**config.mk**
```make
export PLATFORM = sky130hd
export DESIGN_NAME = piso_rr_sched
export DESIGN_NICKNAME = d
export VERILOG_FILES = /design/src/rtl/piso_rr_sched.sv
export SDC_FILE = /design/constraint.sdc
export NUM_CORES = 1
export LEC_CHECK = 0
export CORE_MARGIN = 4
export CORE_UTILIZATION = 45
export DETAILED_ROUTE_END_ITERATION = 10
export DONT_BUFFER_PORTS = 1
export GPL_TIMING_DRIVEN = 0
export HOLD_SLACK_MARGIN = 0.08
export SLEW_MARGIN = 20
export SYNTH_ARGS = -nofsm -noshare
export SYNTH_HDL_FRONTEND = slang
export SYNTH_SLANG_ARGS = --single-unit
```
**constraint.sdc**
```tcl
create_clock -name CLK -period 4.5 [get_ports CLK]
set_input_delay 1.125 -clock CLK [delete_from_list [all_inputs] [get_ports CLK]]
set_output_delay 1.125 -clock CLK [all_outputs]
set_load 0.005 [all_outputs]
```
**src/rtl/piso_rr_sched.sv**
```systemverilog
// Round-robin scheduler feeding one shared wide-to-narrow serializer.
// Granted words are emitted LSB slice first on a valid/ready beat stream.
module piso_rr_sched #(
    parameter int NUM_REQ        = 4,
    parameter int ID_WIDTH       = 2,
    parameter int DATA_IN_WIDTH  = 64,
    parameter int DATA_OUT_WIDTH = 16
) (
    input  logic                              CLK,
    input  logic                              RESET,
    input  logic [NUM_REQ-1:0]                REQ_VALID,
    input  logic [NUM_REQ*DATA_IN_WIDTH-1:0]  REQ_DATA,
    output logic [NUM_REQ-1:0]                REQ_READY,
    output logic                              OUT_VALID,
    input  logic                              OUT_READY,
    output logic [DATA_OUT_WIDTH-1:0]         OUT_DATA,
    output logic [ID_WIDTH-1:0]               OUT_ID,
    output logic                              OUT_LAST,
    output logic                              BUSY
);

    localparam int NUM_BEATS = DATA_IN_WIDTH / DATA_OUT_WIDTH;
    localparam int CNT_W     = (NUM_BEATS > 2) ? $clog2(NUM_BEATS) : 1;

    generate
        if ((DATA_IN_WIDTH % DATA_OUT_WIDTH) != 0 || NUM_BEATS < 2) begin : gBadWidths
            $error("piso_rr_sched: DATA_IN_WIDTH must be a multiple (>=2x) of DATA_OUT_WIDTH");
        end
        if (NUM_REQ < 2 || ID_WIDTH != $clog2(NUM_REQ)) begin : gBadIdWidth
            $error("piso_rr_sched: need NUM_REQ>=2 and ID_WIDTH == clog2(NUM_REQ)");
        end
    endgenerate

    typedef enum logic {IDLE, SHIFT} state_t;

    state_t                     state_q;
    logic [DATA_IN_WIDTH-1:0]   shift_q;
    logic [CNT_W-1:0]           cnt_q;
    logic [ID_WIDTH-1:0]        id_q;
    logic [ID_WIDTH-1:0]        ptr_q;

    logic [DATA_IN_WIDTH-1:0]   reqWord [NUM_REQ];
    logic                       grantValid;
    logic [ID_WIDTH-1:0]        grantIdx;
    logic [ID_WIDTH-1:0]        candIdx;
    logic                       grantWindow;
    logic                       grantFire;

    for (genvar i = 0; i < NUM_REQ; i++) begin : gSplit
        assign reqWord[i] = REQ_DATA[i*DATA_IN_WIDTH +: DATA_IN_WIDTH];
    end

    // Scan starting just after the last winner so every requester gets a turn.
    always_comb begin
        grantValid = 1'b0;
        grantIdx   = '0;
        candIdx    = '0;
        for (int k = 1; k <= NUM_REQ; k++) begin
            candIdx = ID_WIDTH'((int'(ptr_q) + k) % NUM_REQ);
            if (!grantValid && REQ_VALID[candIdx]) begin
                grantValid = 1'b1;
                grantIdx   = candIdx;
            end
        end
    end

    assign BUSY      = (state_q == SHIFT);
    assign OUT_VALID = BUSY;
    assign OUT_DATA  = BUSY ? shift_q[DATA_OUT_WIDTH-1:0] : '0;
    assign OUT_ID    = BUSY ? id_q : '0;
    assign OUT_LAST  = BUSY && (cnt_q == '0);

    // A new word may only be taken while idle or as the final beat leaves.
    assign grantWindow = !RESET && (!BUSY || (OUT_READY && OUT_LAST));
    assign grantFire   = grantWindow && grantValid;
    assign REQ_READY   = grantFire ? (NUM_REQ'(1) << grantIdx) : '0;

    always_ff @(posedge CLK) begin
        if (RESET) begin
            state_q <= IDLE;
            shift_q <= '0;
            cnt_q   <= '0;
            id_q    <= '0;
            ptr_q   <= ID_WIDTH'(NUM_REQ - 1);
        end else if (grantFire) begin
            state_q <= SHIFT;
            shift_q <= reqWord[grantIdx];
            cnt_q   <= CNT_W'(NUM_BEATS - 1);
            id_q    <= grantIdx;
            ptr_q   <= grantIdx;
        end else if (BUSY && OUT_READY) begin
            if (cnt_q == '0) begin
                state_q <= IDLE;
                shift_q <= '0;
                id_q    <= '0;
            end else begin
                shift_q <= shift_q >> DATA_OUT_WIDTH;
                cnt_q   <= cnt_q - 1'b1;
            end
        end
    end

endmodule
```
==> impl_metrics.ini, run 1 <==
[min_path]
hold_path.class = reg2reg

[clock_network]
numCtsBuffers = 9
clock-sinks = 71
clk_pin_slew_ns = 0.05
cts-root-buf = clkbuf_16
clk-insertion-delay-late_ns = 0.34
cts_tree = yes
post_cts_buffers = 0
cts-resized-gates = 0
cts_buffer_depth = 2
holdBufCountCts = 0
htreeDepth = 3

[placed_design]
gp_congestion = 0.865
dpl.hpwl_um = 17700
dpl.cell_count = 914
placed_area_sq_um = 6240
portBuffers = 0

[floorplan]
initial_core_util_pct = 45.7
die_height_um = 124
die_w_um = 124
rows = 42
ioPinCount = 288
die_area_sq_um = 15300
core_sq_um = 13200

[pwr]
power_mw = 2.29
peakVddDrop_v = 0.000194
p_per_area_nw_per_um2 = 348
p_leak_nw = 2.55

[grt]
grt_max_degree = 12
track_usage_pct = 27.9
grt_pass1_wl_um = 31900
overflow = 0
antenna_found_initial = 2
grt_pass1_vias = 5682

[detailed_routing]
routedWlPerCell_um = 24.0
drt-initial-drc-count = 430
drcViolationCount = 0
wl_um = 22400
vias_per_cell = 6.08
vias = 5667
first_pass_iters = 4
route.antenna.remaining_nets = 0

[sta]
period_share_pct = 80.4
fmax_mhz = 276
tns_ns = 0
fin_crit_ns = 3.62
maxSlewViolCount = 0
finClkSkew_ns = 0.00485
grt_setup_unrepaired = false
setup_viol = 0
hold_viol_final = 0
worstMarginPinSlew_ns = 0.684
slew_headroom_pct = 54.4

[synth]
synth_mux_area_share_pct = 21.6
synth-xor-area-share_pct = 0.145
synth_cells = 738
synth_adder_area_share_pct = 0.208
ys_types = 34
synth_area_sq_um = 6020
synth_simple_gate_area_share_pct = 31.0
ys_ff_latch = 71
synth_compound_area_share_pct = 13.6
ys_warn_count = 0
syn_avg_cell_area_sq_um = 8.16
syn-num-nets = 1002
yosysSeqAreaShare_pct = 23.6
synth_top_family_by_area = simple AND/OR/NAND/NOR gates

[cells_and_area]
final_util_pct = 49.8
finalNetCount = 1013
stdcell_count = 932
area_growth_pct = 9.14
design_area_sq_um = 6570
layout_commonest_cell = nor3b_1
layout_common_cells = 138 x nor3b_1, 129 x mux2i_1, 71 x dfxtp_1
drive_gt1_share_pct = 9.02

[setup_path]
crit_fanout = 10
required_ns = 3.38
cpPeakStageDelay_ns = 0.45
cpMaxStageDelayCell = o31ai_1
setup.worst_path.end_class = primary output
crit_chain = and3b_1 > o31ai_1 > buf_4 > nand3_2 > buf_2 > nor2_1
worstSetupPathType = in2out
cp.arrival_ns = 2.49
critPathLaunchType = input port

[outcome]
run_status = finished, final reports clean

[job]
drv_cap = 0
==> synth_stat cells, drive strengths merged <==
cell    count  share of area [%]
and3b       1               0.15
o31a        1               0.15
nor3       39                3.2
mux2        1               0.19
a21bo       1               0.17
nand2      22                1.4
and2       20                2.1
a21boi      1               0.12
or2         1               0.10
nor2b       1               0.10
nand3       7               0.83
nor3b     138                 17
clkbuf     36                2.2
a21oi      54                4.5
o211ai     65                8.1
buf        45                5.0
xnor2       1               0.15
o31ai       1               0.12
or3        48                5.0
o22a        1               0.15
nor2        6               0.50
o21ai       2               0.17
mux2i     129                 21
ha          1               0.21
dfxtp      71                 24
or4         1               0.19
inv        41                2.6
nand2b      2               0.21
o21a        1               0.12
==> per-layer routing <==
layer	wire length (um)	global-route usage, %	up-vias	part of all wire [%]
li1	-	-	2712	-
met4	411	9.13	0	1.8
met2	11100	49.3	230	50
met1	9490	34.3	2699	42
met3	1360	4.72	26	6.1
met5	0	0	-	0
==> cell families (layout without fill, tap and decap cells) <==
kind of cell / after synthesis / in the layout
multiplexers: 130 / 130
AND/OR/NAND/NOR: 286 / 286
other: 0 / 2
adder cells (fa/ha/maj): 1 / 1
AO/OA/AOI/OAI: 127 / 127
flip-flops: 71 / 71
buffers and inverters: 122 / 138
XOR/XNOR: 1 / 1
==> registers in the layout, summed over array words and instances (netlist names) <==
register,flops
id_q,2
cnt_q,2
shift_q,64
ptr_q,2
BUSY,1
==> report_power, final <==
| group | switching [mW] | leakage, nW | internal [mW] |
|---|---|---|---|
| Combinational | 0.415 | 1.80 | 0.294 |
| Clock | 0.274 | 0.160 | 0.515 |
| Sequential | 0.0656 | 0.587 | 0.724 |
| Total | 0.754 | 2.55 | 1.53 |
==> final cells by class <==
| cell class | instances | area (sq um) |
|---|---|---|
| fill | 1309 | 6620 |
| multi-input combinational | 545 | 4010 |
| sequential | 71 | 1420 |
| buffer | 81 | 438 |
| clock buffer | 13 | 260 |
| tap | 176 | 220 |
| inverter | 41 | 154 |
| clock inverter | 3 | 65.1 |
| antenna | 2 | 5.00 |
==> path summary, 6_finish.rpt <==
check,startpoint,endpoint,slack [ns],depth (start not counted)
worst max-delay path,REQ_VALID[3],REQ_READY[1],0.88,6
worst min-delay path,id_q[0]$_SDFFE_PP0P_,id_q[0]$_SDFFE_PP0P_,0.47,2
worst max register to register,ptr_q[1]$_SDFFE_PP1N_,shift_q[63]$_SDFFE_PP0P_,2.24,8
worst min register to register,id_q[0]$_SDFFE_PP0P_,id_q[0]$_SDFFE_PP0P_,0.47,2
==> per-stage QoR <==
step	worst slack [ns]	hold slack, ns
after global placement	0.874	0.456
final	0.882	0.469
after global routing	0.727	0.498
after floorplan	1.09	0.443
after detailed placement	0.863	0.461
after CTS	0.854	0.468
==> critical path, delay by kind of cell <==
family | cells | cell delay (ns)
AO/OA/AOI/OAI | 1 | 0.45
buffers and inverters | 2 | 0.48
AND/OR/NAND/NOR | 3 | 0.42
Note: power is estimated with default switching activity, not from simulation.
==> run 2: changes to the inputs <==
==> constraint.sdc (replaced) <==
create_clock -name CLK -period 3.5 [get_ports CLK]
set_input_delay 0.875 -clock CLK [delete_from_list [all_inputs] [get_ports CLK]]
set_output_delay 0.875 -clock CLK [all_outputs]
set_load 0.005 [all_outputs]
==> results of run 2 <==
Same layout as run 1 (identical final DEF). Status: finished, final reports clean.
Main changes from that run: setup slack after placement 0.863 ns -> 0.363 ns; setup slack after layout 0.882 ns -> 0.382 ns; register-to-register setup slack 2.24 ns -> 1.24 ns; total power 2.29 mW -> 2.94 mW; worst IR drop on VDD 0.000194 V -> 0.000249 V
==> run 3: changes to the inputs <==
--- a/config.mk
+++ b/config.mk
@@ -7,6 +7,7 @@
 export LEC_CHECK = 0
 export CORE_MARGIN = 4
 export CORE_UTILIZATION = 45
+export CTS_BUF_LIST = sky130_fd_sc_hd__clkbuf_8
 export DETAILED_ROUTE_END_ITERATION = 10
 export DONT_BUFFER_PORTS = 1
 export GPL_TIMING_DRIVEN = 0
==> impl_metrics.ini, run 3 (same netlist as run 1, synthesis figures left out) <==
[clock_network]
htreeDepth = 3
cts_buffer_depth = 2
clk-insertion-delay-late_ns = 0.36
numCtsBuffers = 9
cts_tree = yes
cts-root-buf = clkbuf_8
clk_pin_slew_ns = 0.07
post_cts_buffers = 0
clock-sinks = 71
cts-resized-gates = 0
holdBufCountCts = 0

[grt]
track_usage_pct = 27.8
grt_pass1_wl_um = 31900
grt_max_degree = 12
antenna_found_initial = 2
grt_pass1_vias = 5683
overflow = 0

[setup_path]
cpMaxStageDelayCell = dfxtp_1
crit_start = cnt_q[0]$_SDFFE_PP0P_
required_ns = 2.62
r2r_cells = 7
r2r_start = ptr_q[1]$_SDFFE_PP1N_
crit_chain = inv_1 > ha_1 > clkbuf_1 > a21bo_2 > and2_4 > buf_6 > nand3_2 > buf_2 > nor2_1
setup.worst_path.end_class = primary output
worstSetupPathType = reg2out
critPathLaunchType = register
rr_endpoint = shift_q[45]$_SDFFE_PP0P_
cpPeakStageDelay_ns = 0.33
cp.arrival_ns = 2.27
crit_fanout = 10
r2r_slack_ns = 1.26
worstSetupEndpoint = REQ_READY[1]

[floorplan]
die_w_um = 124
core_sq_um = 13200
initial_core_util_pct = 45.7
ioPinCount = 288
die_area_sq_um = 15300
rows = 42
die_height_um = 124

[placed_design]
dpl.hpwl_um = 17700
portBuffers = 0
gp_congestion = 0.865

[sta]
hold_viol_final = 0
tns_ns = 0
timing.hold.ws_ns = 0.471
slew_headroom_pct = 55.3
maxSlewViolCount = 0
fin_crit_ns = 3.14
period_share_pct = 89.8
finClkSkew_ns = 0.0109
grt_setup_unrepaired = false
fmax_mhz = 318
worstMarginPinSlew_ns = 0.671
setup_viol = 0

[cells_and_area]
largest_register = shift_q
drive_gt1_share_pct = 9.02
layout_commonest_cell = nor3b_1
largest_register_ffs = 64
layout_common_cells = 138 x nor3b_1, 129 x mux2i_1, 71 x dfxtp_1
finalNetCount = 1013
area_growth_pct = 7.46
n_fill_cell = 1323

[detailed_routing]
drt-initial-drc-count = 366
drcViolationCount = 0
route.antenna.remaining_nets = 0
routedWlPerCell_um = 23.9
first_pass_iters = 7
wl_um = 22300
vias = 5650
vias_per_cell = 6.06

[pwr]
p_per_area_nw_per_um2 = 414
p_leak_nw = 2.51
peakVddDrop_v = 0.000202

[job]
drv_cap = 0

[outcome]
run_status = finished, final reports clean

[min_path]
hold_path.class = reg2reg
-- run 3: power by group --
| group | switching, mW | internal (mW) |
|---|---|---|
| Combinational | 0.532 | 0.378 |
| Sequential | 0.0839 | 0.930 |
| Clock | 0.322 | 0.434 |
-- run 3: area by class of cell --
| cell class | count | area, sq um | share of cell area (%) |
|---|---|---|---|
| diodes | 2 | 5.00 | 0.0773 |
| plain buffers | 81 | 438 | 6.77 |
| clock buffers | 11 | 151 | 2.34 |
| clock inverters | 5 | 72.6 | 1.12 |
| inverters | 41 | 154 | 2.38 |
| multi-input cells | 545 | 4010 | 61.9 |
| flip-flops and latches | 71 | 1420 | 22.0 |
| well taps | 176 | 220 | 3.40 |
-- run 3: how the worst min path moves through the flow --
| stage | slack, ns | start | depth (start not counted) | end |
|---|---|---|---|---|
| detailed placement | 0.46 | id_q[0]$_SDFFE_PP0P_ | 2 | id_q[0]$_SDFFE_PP0P_ |
| global route | 0.50 | id_q[0]$_SDFFE_PP0P_ | 2 | id_q[0]$_SDFFE_PP0P_ |
| global placement | 0.46 | id_q[1]$_SDFFE_PP0P_ | 2 | id_q[1]$_SDFFE_PP0P_ |
| floorplan | 0.44 | id_q[0]$_SDFFE_PP0P_ | 2 | id_q[0]$_SDFFE_PP0P_ |
| CTS | 0.47 | id_q[0]$_SDFFE_PP0P_ | 2 | id_q[0]$_SDFFE_PP0P_ |
| finish | 0.47 | id_q[0]$_SDFFE_PP0P_ | 2 | id_q[0]$_SDFFE_PP0P_ |
-- run 3: layer usage --
metal | part of all wire [%] | routed length (um) | GRT usage, % | vias to the layer above
li1 | - | - | - | 2706
met1 | 42 | 9390 | 34.3 | 2679
met2 | 50 | 11100 | 49.0 | 239
met3 | 6.4 | 1420 | 4.86 | 26
met4 | 1.9 | 432 | 9.00 | 0
met5 | 0 | 0 | 0 | -
-- run 3: worst max-delay path: cells and delay by family, from the launching register on --
family / cells / cell delay, ns
buffers and inverters: 4 / 0.73
AND/OR/NAND/NOR: 3 / 0.47
flip-flops: 1 / 0.33
AO/OA/AOI/OAI: 1 / 0.25
adder cells (fa/ha/maj): 1 / 0.13
-- run 3: metrics by stage --
stage / instances / power (mW) / setup WS, ns / utilization (%) / cell area (sq um)
2_1_floorplan: 738 / 1.68 / 0.592 / - / 6020
3_3_place_gp: 914 / 1.91 / 0.374 / 47.3 / 6240
3_5_place_dp: 914 / 1.93 / 0.363 / 47.3 / 6240
4_1_cts: 930 / 2.68 / 0.352 / 49.0 / 6470
5_1_grt: 932 / 2.80 / 0.207 / 49.1 / 6470
6_report: 932 / 2.68 / 0.358 / 49.1 / 6470
